===== config.mk =====
export PLATFORM = sky130hd
export DESIGN_NAME = load_store_unit
export DESIGN_NICKNAME = d
export VERILOG_FILES = /design/src/rtl/load_store_unit.sv
export SDC_FILE = /design/constraint.sdc
export NUM_CORES = 1
export LEC_CHECK = 0
export ABC_AREA = 1
export ABC_CLOCK_PERIOD_IN_PS = 2790
export BUFFER_PORTS_ARGS = -buffer_cell sky130_fd_sc_hd__buf_2
export CAP_MARGIN = 20
export CELL_PAD_IN_SITES_DETAIL_PLACEMENT = 0
export CELL_PAD_IN_SITES_GLOBAL_PLACEMENT = 1
export CORE_MARGIN = 5
export CORE_UTILIZATION = 40
export CTS_BUF_LIST = sky130_fd_sc_hd__clkbuf_8
export DETAILED_ROUTE_END_ITERATION = 7
export PLACE_DENSITY_LB_ADDON = 0.15
export SLEW_MARGIN = 40
export SYNTH_ARGS = -nofsm -noshare
export SYNTH_HDL_FRONTEND = slang
export SYNTH_SLANG_ARGS = --single-unit

===== constraint.sdc =====
create_clock -name clk -period 2.79 [get_ports clk]
set_input_delay 0 -clock clk [delete_from_list [all_inputs] [get_ports clk]]
set_output_delay 0 -clock clk [all_outputs]
set_load 0.05 [all_outputs]

===== src/rtl/load_store_unit.sv =====
// Data-memory load/store initiator: big-endian lanes, misaligned split into two words.
// Define LSU_MISALIGN_TRAP_EN to report misaligned accesses as errors instead of splitting.
module load_store_unit #(
    parameter int              WIDTH      = 32,
    parameter logic [WIDTH-1:0] ADDR_LIMIT = 32'h1FFFF
) (
    input  logic             clk,
    input  logic             rst,
    input  logic             req_valid,
    output logic             req_ready,
    input  logic             req_we,
    input  logic [2:0]       req_mode,
    input  logic [WIDTH-1:0] req_addr,
    input  logic [WIDTH-1:0] req_wdata,
    output logic             rsp_valid,
    output logic [WIDTH-1:0] rsp_rdata,
    output logic             rsp_err,
    output logic             mem_req,
    output logic             mem_we,
    output logic [WIDTH-1:0] mem_addr,
    output logic [WIDTH-1:0] mem_wdata,
    output logic [3:0]       mem_be,
    input  logic [WIDTH-1:0] mem_rdata,
    input  logic             mem_ack
);

    typedef enum logic [1:0] {IDLE, ACC1, ACC2, RESP} state_t;

    state_t state, state_nx;

    logic             we_q;
    logic             err_q;
    logic [2:0]       mode_q;
    logic [WIDTH-1:0] addr_q;
    logic [WIDTH-1:0] wdata_q;
    logic [WIDTH-1:0] word1_q;
    logic [WIDTH-1:0] rdata_q;

    function automatic logic [2:0] mode_size(input logic [2:0] mode);
        logic [2:0] s;
        unique case (mode)
            3'b001:          s = 3'd4;
            3'b010, 3'b100:  s = 3'd2;
            3'b011, 3'b101:  s = 3'd1;
            default:         s = 3'd0;
        endcase
        return s;
    endfunction

    logic [2:0]     req_size;
    logic [WIDTH:0] req_last;
    logic           req_misalign;
    logic           req_err;

    assign req_size = mode_size(req_mode);
    // one extra bit so a last-byte address past the top cannot wrap below the limit
    assign req_last = {1'b0, req_addr}
                    + {{(WIDTH-2){1'b0}}, req_size}
                    - {{WIDTH{1'b0}}, 1'b1};

`ifdef LSU_MISALIGN_TRAP_EN
    logic [2:0] req_end;
    assign req_end = {1'b0, req_addr[1:0]} + req_size;
    assign req_misalign = (req_end > 3'd4)
                       || (req_size == 3'd4 && req_addr[1:0] != 2'b00)
                       || (req_size == 3'd2 && req_addr[0]);
`else
    assign req_misalign = 1'b0;
`endif

    assign req_err = (req_size == 3'd0)
                  || (req_last >= {1'b0, ADDR_LIMIT})
                  || req_misalign;

    logic [2:0]         size_q;
    logic [1:0]         o_q;
    logic [WIDTH-1:0]   st_just;
    logic [2*WIDTH-1:0] st_win;
    logic [3:0]         be_just;
    logic [7:0]         be_win;
    logic               split;

    assign size_q = mode_size(mode_q);
    assign o_q    = addr_q[1:0];

    // left-justify the value, then slide it across a two-word window by the offset
    always_comb begin
        st_just = '0;
        be_just = 4'b0000;
        unique case (size_q)
            3'd4: begin
                st_just = wdata_q;
                be_just = 4'b1111;
            end
            3'd2: begin
                st_just = {wdata_q[15:0], 16'h0000};
                be_just = 4'b1100;
            end
            3'd1: begin
                st_just = {wdata_q[7:0], 24'h000000};
                be_just = 4'b1000;
            end
            default: ;
        endcase
    end

    assign st_win = {st_just, {WIDTH{1'b0}}} >> {o_q, 3'b000};
    assign be_win = {be_just, 4'b0000} >> o_q;
    assign split  = |be_win[3:0];

    logic [55:0]      ld_win;
    logic [WIDTH-1:0] ld_top;
    logic [WIDTH-1:0] ld_val;
    logic             done_ack;

    // a split read never reaches lane 3 of the second word
    assign ld_win = (state == ACC2) ? {word1_q, mem_rdata[31:8]}
                                    : {mem_rdata, 24'h000000};

    always_comb begin
        ld_top = '0;
        unique case (o_q)
            2'd0: ld_top = ld_win[55:24];
            2'd1: ld_top = ld_win[47:16];
            2'd2: ld_top = ld_win[39:8];
            2'd3: ld_top = ld_win[31:0];
        endcase
    end

    always_comb begin
        ld_val = '0;
        unique case (mode_q)
            3'b001:  ld_val = ld_top;
            3'b010:  ld_val = {{16{ld_top[31]}}, ld_top[31:16]};
            3'b011:  ld_val = {{24{ld_top[31]}}, ld_top[31:24]};
            3'b100:  ld_val = {16'h0000, ld_top[31:16]};
            3'b101:  ld_val = {24'h000000, ld_top[31:24]};
            default: ld_val = '0;
        endcase
    end

    assign done_ack = mem_ack
                   && ((state == ACC1 && !split) || state == ACC2);

    always_ff @(posedge clk) begin
        if (rst) begin
            state <= IDLE;
        end else begin
            state <= state_nx;
        end
    end

    always_comb begin
        state_nx  = state;
        req_ready = 1'b0;
        mem_req   = 1'b0;
        mem_we    = 1'b0;
        mem_addr  = '0;
        mem_wdata = '0;
        mem_be    = 4'b0000;
        rsp_valid = 1'b0;
        rsp_err   = 1'b0;
        rsp_rdata = '0;
        unique case (state)
            IDLE: begin
                req_ready = 1'b1;
                if (req_valid) begin
                    state_nx = req_err ? RESP : ACC1;
                end
            end
            ACC1: begin
                mem_req   = 1'b1;
                mem_we    = we_q;
                mem_addr  = {addr_q[WIDTH-1:2], 2'b00};
                mem_be    = be_win[7:4];
                mem_wdata = we_q ? st_win[2*WIDTH-1:WIDTH] : '0;
                if (mem_ack) begin
                    state_nx = split ? ACC2 : RESP;
                end
            end
            ACC2: begin
                mem_req   = 1'b1;
                mem_we    = we_q;
                mem_addr  = {addr_q[WIDTH-1:2] + {{(WIDTH-3){1'b0}}, 1'b1}, 2'b00};
                mem_be    = be_win[3:0];
                mem_wdata = we_q ? st_win[WIDTH-1:0] : '0;
                if (mem_ack) begin
                    state_nx = RESP;
                end
            end
            RESP: begin
                rsp_valid = 1'b1;
                rsp_err   = err_q;
                rsp_rdata = rdata_q;
                state_nx  = IDLE;
            end
        endcase
    end

    always_ff @(posedge clk) begin
        if (rst) begin
            we_q    <= 1'b0;
            err_q   <= 1'b0;
            mode_q  <= 3'b000;
            addr_q  <= '0;
            wdata_q <= '0;
            word1_q <= '0;
            rdata_q <= '0;
        end else begin
            if (state == IDLE && req_valid) begin
                we_q    <= req_we;
                err_q   <= req_err;
                mode_q  <= req_mode;
                addr_q  <= req_addr;
                wdata_q <= req_wdata;
                rdata_q <= '0;
            end
            if (state == ACC1 && mem_ack) begin
                word1_q <= mem_rdata;
            end
            if (done_ack && !we_q) begin
                rdata_q <= ld_val;
            end
        end
    end

endmodule

# Word level (Yosys, flattened, before mapping)
# Index checks and enable logic that the tools add are counted.
# classes
n_addsub,3
magnitude_cmp,1
n_eq_ne,22
n_shift,2
muxes,26
reduce_logical,20
# op_table
cell,n
$mux W32,5
$pmux W32 S5,1
$pmux W32 S2,2
$pmux W32 S4,1
$pmux W32 S3,1
$shr A64 B5 Y64,1
$mux W56,1
$add A32 B3 Y33,1
$ge A33 B17 Y1 const B,1
$sub A33 B1 Y33 const B,1
$add A30 B1 Y30 const B,1
$pmux W3 S3,2
$eq A3 B2 Y1 const B,5
$eq A3 B3 Y1 const B,5
$pmux W4 S3,1
$reduce_or A2 Y1,5
$eq A3 B1 Y1 const B,3
$eq A2 B2 Y1 const B,4
$mux W2,4
$pmux W2 S4,1
$pmux W4 S2,1
$shr A8 B2 Y8,1
$mux W1,6
$ne A2 B2 Y1 const B,3
other kinds (9),17
# word_totals
reg_bits,135
in_bits,104
output_inout_bits,105
wordCells,82

# Depth between registers and ports, before layout
# depth
ltp_word,13
depth_mapped,25
ltp_nobuf,25

# Least setup slack after synthesis
# Ideal clock, no wire load.
# synth_path
path_type,register to output
start,reg state[1]
end,out mem_wdata[23]
t_arrival_ps,3102
required_ps,2790
setup_slack_ps,-312
path_stages_with_launch,8
path_buffers,1
path_cell_list,dfxtp_1 -> inv_1 -> ha_1 -> clkbuf_1 -> nand2_1 -> nor2_1 -> inv_1 -> o31ai_1
# synth_via
elab_chain_cells,2
elab_cells_between_ends,3
cone_classes,eq/ne (2); mux (1)
# synth_rtl
element,line,text
start: declaration,29,"state_t state, state_nx;"
start signal: assignment,149,state <= state_nx;
$eq A2 B2 Y1 / $eq A2 B1 Y1 (equally long branches),164,unique case (state)
$pmux W32 S2 *,164,
end: declaration,21,"output logic [WIDTH-1:0] mem_wdata,"
# Mark *: on every way between the ends. The rest lies on a longest branch, timed or not.

# Worst setup path after layout
# layout_path
start,reg addr_q[3]
end,out mem_addr[26]
# layout_via
elab_chain_cells,2
# layout_rtl
element,line,text
start: declaration,34,logic [WIDTH-1:0] addr_q;
start signal: assignment,214,addr_q <= req_addr;
$add A30 B1 Y30,184,"mem_addr = {addr_q[WIDTH-1:2] + {{(WIDTH-3){1'b0}}, 1'b1}, 2'b00};"
$pmux W32 S2,164,
end: declaration,20,"output logic [WIDTH-1:0] mem_addr,"
# No other way between the ends.

==> impl_metrics.json <==
{
  "status": "complete, no violations",
  "worst_slack_ns": 0.0514,
  "cp-start-kind": "register",
  "rr_startpoint": "state[0]$_SDFFE_PP0P_",
  "dpl.hpwl_um": 36000,
  "max_freq_mhz": 365,
  "grt_usage": 0.277,
  "syn_area_sq_um": 11500,
  "crit_path_frequent_cell": "nor2_4",
  "rr_worst_depth": 12,
  "top_layer_used": "met4",
  "synth-simple-area-share": 0.316,
  "worstMarginPinSlew_ns": 0.602,
  "wl_met1_um": 19900,
  "drt_iter0_markers": 924,
  "place_area_sq_um": 13100,
  "design_area_sq_um": 14700,
  "firstDrtPassIters": 5,
  "wl_per_cell_um": 17.4,
  "hold_path.class": "primary input to register",
  "synth_xor_xnor_area_share": 0.00229,
  "core_sq_um": 28500,
  "hold_violations": 0,
  "arrival_ns": 2.74,
  "ys_ff_latch": 135,
  "die_y_um": 179,
  "cts_made_buffers": 17,
  "syn_area_per_cell_sq_um": 5.89,
  "first_global_vias": 13140,
  "clock-sinks": 135,
  "nNetsFinal": 2392,
  "route.detailed.drc": 0,
  "ctsHtreeMaxLevel": 4,
  "clk_path_buf_depth": 2,
  "boundaryPins": 209,
  "via_per_inst": 5.24,
  "drive_above_1_share": 0.174,
  "muxShareOfSynthArea": 0.000873,
  "maxSlewViolCount": 0,
  "r2r_slack_ns": 0.21,
  "antenna_cells": 0,
  "fin_skew_ns": 0.0221,
  "yosysSeqAreaShare": 0.236,
  "cp_cell_sequence": "ha_2, nand2_2, nor2_4, nand2_2, nor2_4, nand3_2, inv_4, nand4_4, nor2_4, nand2_2, nor2_4, nand3_2, o21bai_2, nand3_1, o21ai_2, buf_6",
  "root_buffer": "clkbuf_8",
  "endpoint": "mem_addr[26]",
  "routed_wirelength_um": 46100,
  "max_stage_delay_ns": 0.38,
  "drtAntennaViolNets": 0,
  "end_kind": "output port",
  "yosysWarnings": 0,
  "grt_first_pass_wirelength_um": 70600,
  "peakVddDrop_v": 0.000398,
  "drv_cap": 0,
  "clkLatencyLatePin_ns": 0.46,
  "p_leak_nw": 7.20,
  "route.met3.wl_um": 2540,
  "critical_path_class": "register to output port",
  "synth_top_family_by_area": "simple AND/OR/NAND/NOR gates",
  "crit_path_top_delay_cell": "dfxtp_2",
  "power_density_nw_per_um2": 663,
  "synthAdderAreaFrac": 0.0443,
  "tritoncts": "yes",
  "async_flop_share": 0,
  "gp_congestion": 0.963,
  "numPortBuffers": 206,
  "clk_pin_slew_ns": 0.08,
  "antenna_found_initial": 0,
  "period_needed_ns": 2.74,
  "setup_tns_ns": 0,
  "die-area_sq_um": 32200,
  "wl_met2_um": 22000,
  "synth_compound_area_frac": 0.257,
  "syn2layout_area_growth_pct": 28.3,
  "path_max_fanout": 4,
  "start_util": 0.403,
  "pre_cts_ws_ns": 0.0470,
  "required_ns": 2.79,
  "startpoint": "addr_q[3]$_SDFFE_PP0P_",
  "slew_headroom": 0.593,
  "grt_overflow": 0,
  "synth_cells": 1948,
  "rows": 62,
  "synthFlopType": "dfxtp_1",
  "dieWidth_um": 179,
  "synthDistinctLibCells": 58,
  "num_vias": 13861,
  "r2r_end": "rdata_q[16]$_SDFFE_PP0P_",
  "synth_enable_flop_cells": 0,
  "fin_crit_sh": 0.982,
  "grt_max_degree": 63,
  "rsz0062_at_grt": "true",
  "setup_violations": 0
}
[power by group]
part	total, mW	switching (mW)	internal [mW]
clock	1.75	0.905	0.843
sequential	2.65	0.320	2.33
combinational	5.36	3.69	1.67
total	9.76	4.91	4.84
[stage by stage]
stage | std cells | total power, mW | util | hold WS [ns]
2_1_floorplan | 1949 | 6.18 | - | 0.145
3_3_place_gp | 2504 | 7.75 | 0.459 | 0.255
3_5_place_dp | 2504 | 7.78 | 0.459 | 0.258
4_1_cts | 2639 | 9.65 | 0.511 | 0.00239
5_1_grt | 2645 | 10.4 | 0.517 | 0.0268
6_report | 2645 | 9.76 | 0.517 | 0.0112
[worst min path at each step]
stage	from	to	slack [ns]	depth (start not counted)
after global routing	req_valid	state[1]$_SDFFE_PP0P_	0.03	4
after detailed placement	req_wdata[29]	wdata_q[29]$_SDFFE_PP0P_	0.26	3
after CTS	req_valid	state[1]$_SDFFE_PP0P_	0.002	4
final	req_valid	state[1]$_SDFFE_PP0P_	0.01	4
after floorplan	mem_rdata[31]	word1_q[31]$_SDFFE_PP0P_	0.14	2
after global placement	req_wdata[29]	wdata_q[29]$_SDFFE_PP0P_	0.26	3
[sequential cells by signal (all words and copies together) (netlist names)]
register  count
addr_q       32
err_q         1
mode_q        3
rdata_q      32
state         2
wdata_q      32
we_q          1
word1_q      32
[worst max-delay path, delay by kind of cell, from the launching register on]
kind                     cells  cell delay [ns]
AND/OR/NAND/NOR             11             1.16
flip-flops                   1             0.38
AO/OA/AOI/OAI                2             0.28
adder cells (fa/ha/maj)      1             0.20
buffers and inverters        2             0.26
[routing by layer]
metal | up-vias | GRT usage
li1 | 7000 | -
met5 | - | 0.00772
met1 | 6305 | 0.350
met3 | 93 | 0.0390
met2 | 463 | 0.481
met4 | 0 | 0.103
[layout make-up]
type	instances	area, sq um
clock buffers	18	248
flip-flops and latches	135	2710
repair buffers	372	2620
clock inverters	14	160
fillers	3023	13800
inverters	333	1260
well taps	384	480
multi-input cells	1389	7240
[synthesized netlist by cell type (5+ instances only)]
| master | count | area (sq um) |
|---|---|---|
| nand3b_1 | 10 | 75.1 |
| a211oi_1 | 82 | 616 |
| o21ai_0 | 128 | 641 |
| buf_1 | 8 | 30.0 |
| nor2_2 | 10 | 62.6 |
| o22ai_1 | 52 | 325 |
| nand2_1 | 501 | 1880 |
| o211ai_1 | 11 | 82.6 |
| nor2_1 | 212 | 796 |
| o21ai_1 | 7 | 35.0 |
| nor2_4 | 7 | 78.8 |
| nand4_1 | 18 | 113 |
| a31oi_1 | 7 | 43.8 |
| clkbuf_1 | 62 | 233 |
| buf_2 | 17 | 85.1 |
| a22oi_1 | 10 | 75.1 |
| or2_2 | 7 | 43.8 |
| o221ai_1 | 29 | 254 |
| ha_1 | 39 | 488 |
| nand2_2 | 5 | 31.3 |
| a21oi_1 | 122 | 611 |
| nor3_1 | 15 | 75.1 |
| dfxtp_1 | 135 | 2700 |
| nand3_1 | 66 | 330 |
| o32ai_1 | 5 | 43.8 |
| inv_1 | 315 | 1180 |
| inv_2 | 13 | 48.8 |
[repair_timing]
item	4_1_cts	5_1_grt
setup buffers	2	6
endpoints found under the hold margin	101	0
pin swaps	3	10
hold buffers	101	0
resized for setup	10	45
endpoints found under the setup margin	12	40
gates cloned	0	0
[cell usage in the layout, fill, tap and decap left out, drive strengths merged, types with 3 or more instances in the layout]
cell and count:
clkinv 9, a211oi 82, nand4 19, a221oi 3, o211ai 11, dlygate4sd3 101, inv 334, nor3 16
nand3 70, a22oi 10, o32ai 5, nor4 5, o22ai 52, buf 270, clkbuf 19, a31oi 8
dfxtp 135, ha 39, nor2 229, o21bai 6, or2 8, o21ai 138, nand3b 10, o221ai 29
a21oi 123, nand2 506
[cell families after synthesis]
kind of cell / Yosys count
AND/OR/NAND/NOR: 865
AO/OA/AOI/OAI: 478
flip-flops: 135
other: 1
buffers and inverters: 425
adder cells (fa/ha/maj): 40
XOR/XNOR: 3
multiplexers: 1
Power figures use the tool's default switching activity.
